File: config.mk
export PLATFORM = sky130hd
export DESIGN_NAME = snes_csync_gen
export DESIGN_NICKNAME = d
export VERILOG_FILES = /design/src/rtl/snes_csync_gen.sv
export SDC_FILE = /design/constraint.sdc
export NUM_CORES = 1
export LEC_CHECK = 0
export ABC_AREA = 1
export BUFFER_PORTS_ARGS = -buffer_cell sky130_fd_sc_hd__buf_4
export CAP_MARGIN = 20
export CORE_ASPECT_RATIO = 0.75
export CORE_MARGIN = 5
export CORE_UTILIZATION = 45
export DETAILED_ROUTE_END_ITERATION = 10
export GPL_TIMING_DRIVEN = 0
export PLACE_DENSITY = 0.69
export SLEW_MARGIN = 20
export SYNTH_ARGS = -nofsm -noshare
export SYNTH_HDL_FRONTEND = slang
export SYNTH_SLANG_ARGS = --single-unit
export TNS_END_PERCENT = 30
File: constraint.sdc
create_clock -name MCLK_i -period 2 [get_ports MCLK_i]
set_input_delay 0.5 -clock MCLK_i [delete_from_list [all_inputs] [get_ports MCLK_i]]
set_output_delay 0.5 -clock MCLK_i [all_outputs]
set_load 0.01 [all_outputs]
File: src/rtl/snes_csync_gen.sv
// snes_csync_gen: SNES-style composite sync generator with H/V counters,
// field parity and an optional shortened line in field 1.
module snes_csync_gen #(
    parameter int H_TOTAL      = 1364,
    parameter int H_SHORT      = 1360,
    parameter int HS_LEN       = 100,
    parameter int V_TOTAL      = 262,
    parameter int V_SHORT_LINE = 240,
    parameter int VS_START     = 232,
    parameter int VS_LEN       = 3
) (
    input  logic        MCLK_i,
    input  logic        RESET_N_i,
    input  logic        ENABLE_i,
    input  logic        SHORT_EN_i,
    output logic        CSYNC_o,
    output logic [10:0] H_CNT_o,
    output logic [8:0]  V_CNT_o,
    output logic        FIELD_o,
    output logic        LINE_END_o,
    output logic        SHORT_LINE_o
);
    logic [10:0] h_q, h_d, len;
    logic [8:0]  v_q, v_d;
    logic        field_q, field_d, short_en_q, short_en_d, csync_q, csync_d;
    logic        short_line, line_end, frame_end, vs;

    assign short_line = short_en_q & field_q & (v_q == 9'(V_SHORT_LINE));
    assign len        = short_line ? 11'(H_SHORT) : 11'(H_TOTAL);
    assign line_end   = h_q == len - 11'd1;
    assign frame_end  = line_end & (v_q == 9'(V_TOTAL - 1));
    assign vs         = (v_q >= 9'(VS_START)) && (v_q < 9'(VS_START + VS_LEN));

    // Sync level is derived from the pre-advance position, so it trails the counters by one cycle.
    always_comb begin
        h_d        = line_end ? 11'd0 : h_q + 11'd1;
        v_d        = line_end ? (frame_end ? 9'd0 : v_q + 9'd1) : v_q;
        field_d    = field_q ^ frame_end;
        short_en_d = frame_end ? SHORT_EN_i : short_en_q;
        csync_d    = vs ? (h_q >= len - 11'(HS_LEN)) : (h_q >= 11'(HS_LEN));
    end

    always_ff @(posedge MCLK_i or negedge RESET_N_i) begin
        if (!RESET_N_i) begin
            h_q        <= '0;
            v_q        <= '0;
            field_q    <= 1'b0;
            short_en_q <= 1'b0;
            csync_q    <= 1'b1;
        end else if (ENABLE_i) begin
            h_q        <= h_d;
            v_q        <= v_d;
            field_q    <= field_d;
            short_en_q <= short_en_d;
            csync_q    <= csync_d;
        end
    end

    assign CSYNC_o      = csync_q;
    assign H_CNT_o      = h_q;
    assign V_CNT_o      = v_q;
    assign FIELD_o      = field_q;
    assign LINE_END_o   = line_end;
    assign SHORT_LINE_o = short_line;
endmodule

== Word level (Yosys, flattened, before mapping) ==
Index checks and enable logic that the tools add are counted.
Word-level totals
  bits of input ports: 4
  bits in registers: 23
  logic and storage cells: 27
Operators by class
  bitwise operators: 4
  add/subtract/negate cells: 4
  reduce and logical (&&, ||, !) cells: 3
  muxes and demuxes: 4
  $lt $le $gt $ge: 4
  eq/ne operators: 3
Operators by type and width (number)
  adder 11 x 1 -> 11 bit (second input constant): 1
  == test 11 bit: 1
  greater-or-equal comparator 11 bit: 1
  greater-or-equal comparator 11 x 7 -> 1 bit (second input constant): 1
  2-to-1 mux 11 bit: 1
  subtractor 11 x 1 -> 11 bit (second input constant): 1
  subtractor 11 x 7 -> 11 bit (second input constant): 1
  adder 9 x 1 -> 9 bit (second input constant): 1
  == test 9 x 8 -> 1 bit (second input constant): 1
  == test 9 bit (second input constant): 1
  greater-or-equal comparator 9 x 8 -> 1 bit (second input constant): 1
  less-than comparator 9 x 8 -> 1 bit (second input constant): 1
  2-to-1 mux 9 bit: 1
  AND reduction 2 bit: 2
  AND 1 bit: 3
  2-to-1 mux 3 bit: 1
  logical AND 1 bit: 1
  2-to-1 mux 1 bit: 1
  bitwise XOR 1 bit: 1

== Longest topological paths before layout ==
Gate-level depths: netlist (run 1).
  word-level depth: 7
  mapped depth: 16
  mapped depth without buffers: 16

== Worst setup path before layout (run 1) ==
Ideal clock, no wire load.
  path type: reg-to-output
  start point: reg v_q[0] (netlist: V_CNT_o[0])
  end point: out LINE_END_o
  cell stages (with the launch flop): 12
  data arrival time: 1.734 ns
  path buffers: 0
  setup slack: -0.234 ns
  required time: 1.500 ns
  path through: dfrtp_1 -> inv_1 -> ha_1 -> nand4_1 -> nor2_1 -> nand2_1 -> inv_1 -> ha_1 -> nand2_1 -> inv_1 -> nand3_1 -> nor2_1
Between the ends
  cells in the longest elaborated chain, start to end: 5
Ends and longest elaborated chain
  start: declaration: line 24  | logic [8:0] v_q, v_d;
  start signal: assignment: line 52  | v_q <= v_d;
  == test 9 x 8 -> 1 bit: line 28  | assign short_line = short_en_q & field_q & (v_q == 9'(V_SHORT_LINE));
  AND 1 bit: line 28
  net SHORT_LINE_o: line 21  | output logic SHORT_LINE_o
  2-to-1 mux 3 bit: line 29  | assign len = short_line ? 11'(H_SHORT) : 11'(H_TOTAL);
  subtractor 11 x 1 -> 11 bit: line 30  | assign line_end = h_q == len - 11'd1;
  == test 11 bit: line 30
  end: declaration: line 20  | output logic LINE_END_o,
The timed path passes the listed nets, and every way through them passes these cells.

== Worst setup path in the final report (run 1) ==
  start point: reg v_q[0] (netlist: V_CNT_o[0])
  end point: out LINE_END_o
Between the ends
  cells in the longest elaborated chain, start to end: 5
Ends and longest elaborated chain (line)
  == test 9 x 8 -> 1 bit: 28
  AND 1 bit: 28
  2-to-1 mux 3 bit: 29
  subtractor 11 x 1 -> 11 bit: 30
  == test 11 bit: 30
Every way passes these cells.

==> summary by stage, run 1 <==
Yosys
The net count after synthesis is roughly 260. The share of synthesized flip-flops with an asynchronous set or reset is between 90% and 100%. By area the synthesized netlist is led by dfrtp_1 33%, nand2_1 18%, inv_1 8.8%. The netlist area before placement is 0.00167 mm². The sequential area share after synthesis is 34.6%. In the post-synthesis netlist, the cell with the most instances is nand2_1. The synthesized netlist contains 22 unique library cells. After synthesis the netlist holds a flip-flop and latch count of 23. The biggest area contributor in the post-synthesis netlist is dfrtp_1. For this run, the number of Yosys warnings is 0.

The average size of a mapped cell is between 6 and 7 µm². The post-synthesis cell count is 247. The most used flip-flop cell after synthesis is dfrtp_1.

In this run, synthesis inferred 0 flip-flops with an integrated enable. The portion of synthesized cell area occupied by the leading cell type is roughly 33%. After synthesis, the most frequently instantiated cells are 81 x nand2_1, 39 x inv_1, 29 x nand3_1.

Floorplanning
Measured along the y axis, the die boundary spans about 63 µm. The initial cell density of the core is a little under half. 28 I/O pins were placed.

After floorplanning, the core was sized to cover 0.00361 mm². The width of the die is between 80 and 90 µm. Row generation in the floorplan step produced 19 rows. The die outline area is 0.00503 mm².

Placed design
Routability-driven placement finished with a final weighted congestion of between 0.8 and 0.9. After detailed placement, the total cell area comes to approximately 0.0020 mm². The half-perimeter wire length of the detailed placement result is about 3200 µm. The count of buffers from port buffering is 27.

Outcome
The checks that failed: negative setup slack. The run finished, with violations left.

Setup path
For this run, the slowest stage of the critical path takes around 0.42 ns. The endpoint required time on the critical path is around 1.5 ns. The critical path class is reg2out. In this run the worst path has a maximum fanout of 2. The critical path goes through inv_2 > ha_4 > nand4_1 > nor2_1 > nand2_2 > ha_4 > nand2_4 > inv_2 > nand3_4 > nor2_4 > buf_6. The slowest cell on the critical path is dfrtp_2. The kind of start point of the critical path is a flop.

STA classifies the critical path endpoint as an output port. The worst register-to-register path begins at V_CNT_o[0]. STA puts the critical path data arrival time at 1.99 ns. The most critical setup path has its startpoint at V_CNT_o[0].

GRT
The first global-routing pass estimated about 7700 µm of wire. The leftover overflow at the end of global routing is 0. The initial antenna violation count is 0. Entering global routing, the biggest net connects 24 pins. Global routing used between 10% and 20% of the available tracks. The via count of the first global-routing pass is about 1,600.

Route
The count of nets left with antenna violations after detail routing is 0. The iteration-0 DRC count of the detailed router is ~120. The final route contains around 1,700 vias. The average via count per standard cell is about 5. The routed design has roughly 4400 µm of wire. In the final routed layout, each cell accounts on average for 12.8 µm. The number of remaining DRC errors is 0. The detailed-routing iteration count for the pre-antenna-repair pass is 4.

Pwr
The static leakage is ~1.2 nW. Power spread over the standard cell area amounts to just under 800 mW/mm². Summing internal, switching and leakage power gives roughly 1.8 mW. The worst supply voltage drop on vdd is approximately 550 µV.

Timing
Derived from the worst setup path, the maximum achievable clock frequency is about 400 MHz. The share of the clock period used by the worst path is 124%. The number of max-slew violations in the final report is 0. The number of hold-slack violations in the final timing report is 0.

The number of setup violations in the final report is 23. The transition time at the pin with the least slew margin is 0.446 ns. The post-route minimum period is 2.49 ns. Setup repair after global routing could not meet its margin everywhere. The worst slew slack as a fraction of its limit is 70.1%. Clock skew on the completed layout was measured at approximately 0.004 ns. Across all setup checks in the final design, the least slack found is -0.485 ns.

Layout
The proportion of layout cells with a drive suffix above 1 is between 30% and 40%. The design area is between 0.002 and 0.0025 mm². The antenna diode count is 0. For this run, the post-layout net count is ~310. The area growth from synthesis to layout is 36.3%. The final standard cell utilization of the core is between 60% and 70%.

CTS
In this run, CTS created clock tree buffers numbering 3. Buffers inserted to repair hold after CTS numbered 0. The tree is rooted in a clkbuf_8.

The number of clock sinks is 23. Clock-pin slew was measured on the worst setup and hold paths at about 0.09 ns. The number of buffers on the longest clock path is 2. In this run the number of H-tree levels came out at 1.

The clock tree from TritonCTS is done. For the worst-skew pair, the clock arrives at the later sink with an insertion delay of around 0.27 ns.

Worst hold path
The type of the most critical hold path is in2async.

Flow run
The total of max-cap violations is 0.
==> flip-flops by register name (all words and copies together) (netlist names) <==
| register | flops |
|---|---|
| H_CNT_o | 11 |
| CSYNC_o | 1 |
| FIELD_o | 1 |
| short_en_q | 1 |
| V_CNT_o | 9 |
==> worst max-delay path, delay by kind of cell (launching register included) <==
family	cells	cell delay [ns]
simple gates	6	0.64
buf+inv	3	0.25
flops	1	0.42
fa+ha+maj	2	0.41
==> stage by stage <==
stage / TNS [ns] / hold slack, ns / setup WS (ns) / cells
after floorplan: -0.0556 / 0.204 / -0.0556 / 247
after global placement: -3.05 / 0.421 / -0.328 / 326
after detailed placement: -3.43 / 0.421 / -0.344 / 326
after CTS: -5.61 / 0.116 / -0.450 / 343
after global routing: -8.48 / 0.128 / -0.596 / 345
final: -5.18 / 0.112 / -0.485 / 345
==> where the power goes <==
group	leakage (nW)	switching (mW)	internal, mW
registers	0.282	0.147	0.551
clock network	0.0228	0.159	0.143
logic	0.886	0.435	0.325
==> cell families (layout without fill, tap and decap cells) <==
logic type | Yosys count | in the layout | synth area share, %
simple gates | 159 | 160 | 43.7
fa+ha+maj | 8 | 8 | 6.01
compound gates | 8 | 8 | 2.85
xor+xnor | 5 | 5 | 2.63
buf+inv | 44 | 89 | 10.2
flops | 23 | 23 | 34.6
==> layout make-up <==
cell class / count / area [µm²]
sequential: 23 / 583
buffer: 1 / 5.00
inverter: 42 / 168
multi-input combinational: 181 / 1080
tap: 52 / 65.1
timing repair buffer: 42 / 323
fill: 351 / 1340
clock buffer: 4 / 45.0
==> path summary, 6_finish.rpt <==
kind | cells after the start | slack (ns) | to
setup / recovery | 11 | -0.49 | LINE_END_o
hold / removal | 1 | 0.11 | V_CNT_o[1]
setup reg to reg | 15 | -0.31 | V_CNT_o[4]
hold reg to reg | 2 | 0.49 | CSYNC_o
max in group asynchronous | 1 | 1.61 | CSYNC_o
min in group MCLK_i | 3 | 0.47 | short_en_q
==> cells in the final DEF, fill, tap and decap left out, types with 5 or more instances in the layout <==
master   instances
buf_4           40
dfrtp_1         17
dfrtp_2          5
inv_1           32
inv_2            7
nand2_1         69
nand2_2          9
nand3_1         24
nand4_1          7
nor2_1          26
nor3_1           5
o21ai_0          5
xor2_1           5
==> per-layer routing <==
| layer | vias to the layer above | track usage, % | wire, µm |
|---|---|---|---|
| li1 | 867 | - | - |
| met1 | 783 | 30.0 | 2320 |
| met4 | 0 | 3.59 | 41 |
| met2 | 30 | 26.3 | 1860 |
| met5 | - | 0 | 0 |
| met3 | 4 | 4.61 | 200 |
==> timing repair <==
action	CTS	global route
gates cloned	1	0
resized for setup	25	14
pin swaps	14	3
endpoints found under the setup margin	23	24
endpoints found under the hold margin	0	0
setup buffers	13	4
No activity file was read; power rests on OpenSTA's default activity.
==> run 2, diff against run 1 <==
- REMOVE_ABC_BUFFERS: not set -> 1
==> summary by stage, run 2 (synthesis results as in run 1) <==
Outcome
The run finished, with violations left. The final reports fail on negative setup slack.

Layout
The net total in the final layout is 316 (+3.3%). The top cell types in the final layout, fill and taps aside, are 67 x nand2_1, 45 x buf_4, 32 x inv_1. Leaving out fill and tap cells, the most frequent cell in the layout is nand2_1. The post-route non-filler standard cell count is 355 (+2.9%). The antenna diode count came to 0 (unchanged). The proportion of layout cells with a drive suffix above 1 is 36.0% (+3.6 points). From synthesis to final layout, the design area changed by 43.1%. The number of flip-flops in the largest register is 11 (unchanged).

CTS
The later-pin clock latency in the skew report is 0.27 ns (about the same). The number of buffers created by CTS is 3 (unchanged). The clock transition at the register clock pins on the worst setup and hold paths after CTS came to 0.09 ns (about the same). The clock tree from TritonCTS is done. The number of clock sinks is 23 (unchanged).

The count of H-tree levels built during CTS was 1 (unchanged). The number of buffers on the longest clock path was 2 (unchanged). Clock tree synthesis selected as its root buffer the cell clkbuf_8. The number of hold-repair buffers added at the cts stage is 0 (unchanged).

Placed design
The half-perimeter wire length of the detailed placement result came to 3210 µm (about the same). The count of buffers from port buffering came to 27 (unchanged). The final weighted congestion in routability-driven placement is 0.868 (-0.95%). The total instance count after detailed placement came to 324 (-0.61%).

Timing
The worst clock skew on the final layout is 0.00862 ns (+0.00457 ns). The transition time at the pin with the least slew margin was 0.413 ns (-0.0326 ns). The highest clock rate came to 403 MHz (+0.17%). Setup repair after global routing could not meet its margin everywhere. The number of hold-slack violations in the final timing report was 0 (unchanged). The number of setup violations in the final report is 24 (+4.3%). The share of the clock period used by the worst path is 124% (-0.21 points). The worst slew slack as a fraction of its limit came to 72.3% (+2.2 points). The number of max-slew violations in the final report is 0 (unchanged). The post-route minimum period was 2.48 ns (-0.00427 ns).

The slack of the critical path is -0.481 ns (+0.00427 ns).

GRT
The largest net degree at the start of global routing is 24 (unchanged). The leftover overflow at the end of global routing is 0 (unchanged). The via count of the first global-routing pass is 1,522 (-6.3%). The all-layer global routing usage is 18.5% (-0.62 points).

The initial antenna violation count is 0 (unchanged). The wire length of the first global-routing pass is 7330 µm (-4.4%).

Floorplanning
The height of the die was 62.7 µm (unchanged). The area of the core region is 0.00361 mm² (unchanged). The width of the die is 80.2 µm (unchanged). The die outline area came to 0.00503 mm² (unchanged). The initial cell density of the core was 46.1% (unchanged). The number of standard-cell rows in the floorplan is 19 (unchanged).

The boundary pin count is 28 (unchanged).

Setup path
The biggest fanout along the worst timing path is 2 (unchanged). The endpoint class of the critical path is an output port. The kind of start point of the critical path is a flop. The arrival time at the worst endpoint is 1.98 ns (about the same). The count of cells along the worst register-to-register path came to 16 (+1). The critical path class is reg2out. The endpoint required time on the critical path was 1.50 ns (about the same).

Pwr
The sum of internal, switching and leakage power was 1.84 mW (+4.3%). The static leakage was 1.26 nW (+5.6%). The power per cell area is 770 mW/mm² (-0.64%).

The worst supply voltage drop on vdd is 435 µV (-21%).

Worst hold path
The type of the most critical hold path is in2async.

Route
The count of nets left with antenna violations after detail routing is 0 (unchanged). The detailed-routing iteration count for the pre-antenna-repair pass is 4 (unchanged). The average via count per standard cell was 4.94 (+1.2%). The number of remaining DRC errors came to 0 (unchanged). The total detailed-routing wirelength came to 4760 µm (+7.7%). The average wire length per cell after detail routing was 13.4 µm (+4.7%).

The overall via count from detail_route was 1,753 (+4.1%). The iteration-0 DRC count of the detailed router is 127 (+8.5%).

Flow run
The total of max-cap violations was 0 (unchanged).
==> run 2: repair_timing <==
| item | in CTS | in global routing |
|---|---|---|
| cloned | 1 | 0 |
| pin swaps | 17 | 9 |
| setup buffers | 11 | 15 |
| resized for setup | 25 | 35 |
| setup endpoints to repair | 24 | 24 |
==> run 2: report_power, final <==
group	internal (mW)	leakage [nW]	total [mW]	switching (mW)
clock network	0.140	0.0255	0.297	0.157
registers	0.551	0.284	0.694	0.143
logic	0.372	0.948	0.845	0.473
total	1.06	1.26	1.84	0.773
==> run 2: layout make-up <==
type	instances	area [µm²]
repair buffers	53	428
clock inverters	1	5.00
well taps	52	65.1
flip-flops and latches	23	582
inverters	42	168
fillers	312	1230
multi-input cells	181	1090
clock buffers	3	41.3
==> run 2: worst max-delay path: stages (launching register included) <==
cell and delay, ns:
dfrtp_1 0.40, inv_2 0.08, ha_4 0.12, nand4_1 0.12
nor2_1 0.14, nand2_2 0.12, ha_4 0.31, nand2_4 0.06
inv_4 0.05, nand3_4 0.08, nor2_4 0.11, buf_6 0.12
==> run 2: worst paths after layout <==
kind                            start         end  slack [ns]
max in group asynchronous   RESET_N_i     CSYNC_o        1.59
min                         RESET_N_i  V_CNT_o[4]        0.11
max                        V_CNT_o[0]  LINE_END_o       -0.48
min reg2reg                   CSYNC_o     CSYNC_o        0.48
min in group MCLK_i        SHORT_EN_i  short_en_q        0.47
max reg2reg                V_CNT_o[0]  V_CNT_o[3]       -0.44
==> run 2: routing by layer <==
layer / vias to the layer above / wire (µm) / global-route usage [%]
li1: 888 / - / -
met1: 815 / 2230 / 27.4
met2: 41 / 2170 / 27.3
met3: 9 / 268 / 3.75
met4: 0 / 85 / 4.85
met5: - / 0 / 0
==> run 2: metrics by stage <==
| stage | worst slack (ns) | setup TNS [ns] | utilization [%] | area (µm²) | hold slack (ns) |
|---|---|---|---|---|---|
| floorplan | -0.234 | -1.37 | - | 1660 | 0.204 |
| global placement | -0.475 | -5.51 | 53.2 | 1920 | 0.417 |
| detailed placement | -0.511 | -6.59 | 53.2 | 1920 | 0.418 |
| CTS | -0.533 | -5.55 | 59.2 | 2140 | 0.118 |
| global route | -0.590 | -9.82 | 66.0 | 2380 | 0.128 |
| finish | -0.481 | -6.72 | 66.0 | 2380 | 0.109 |
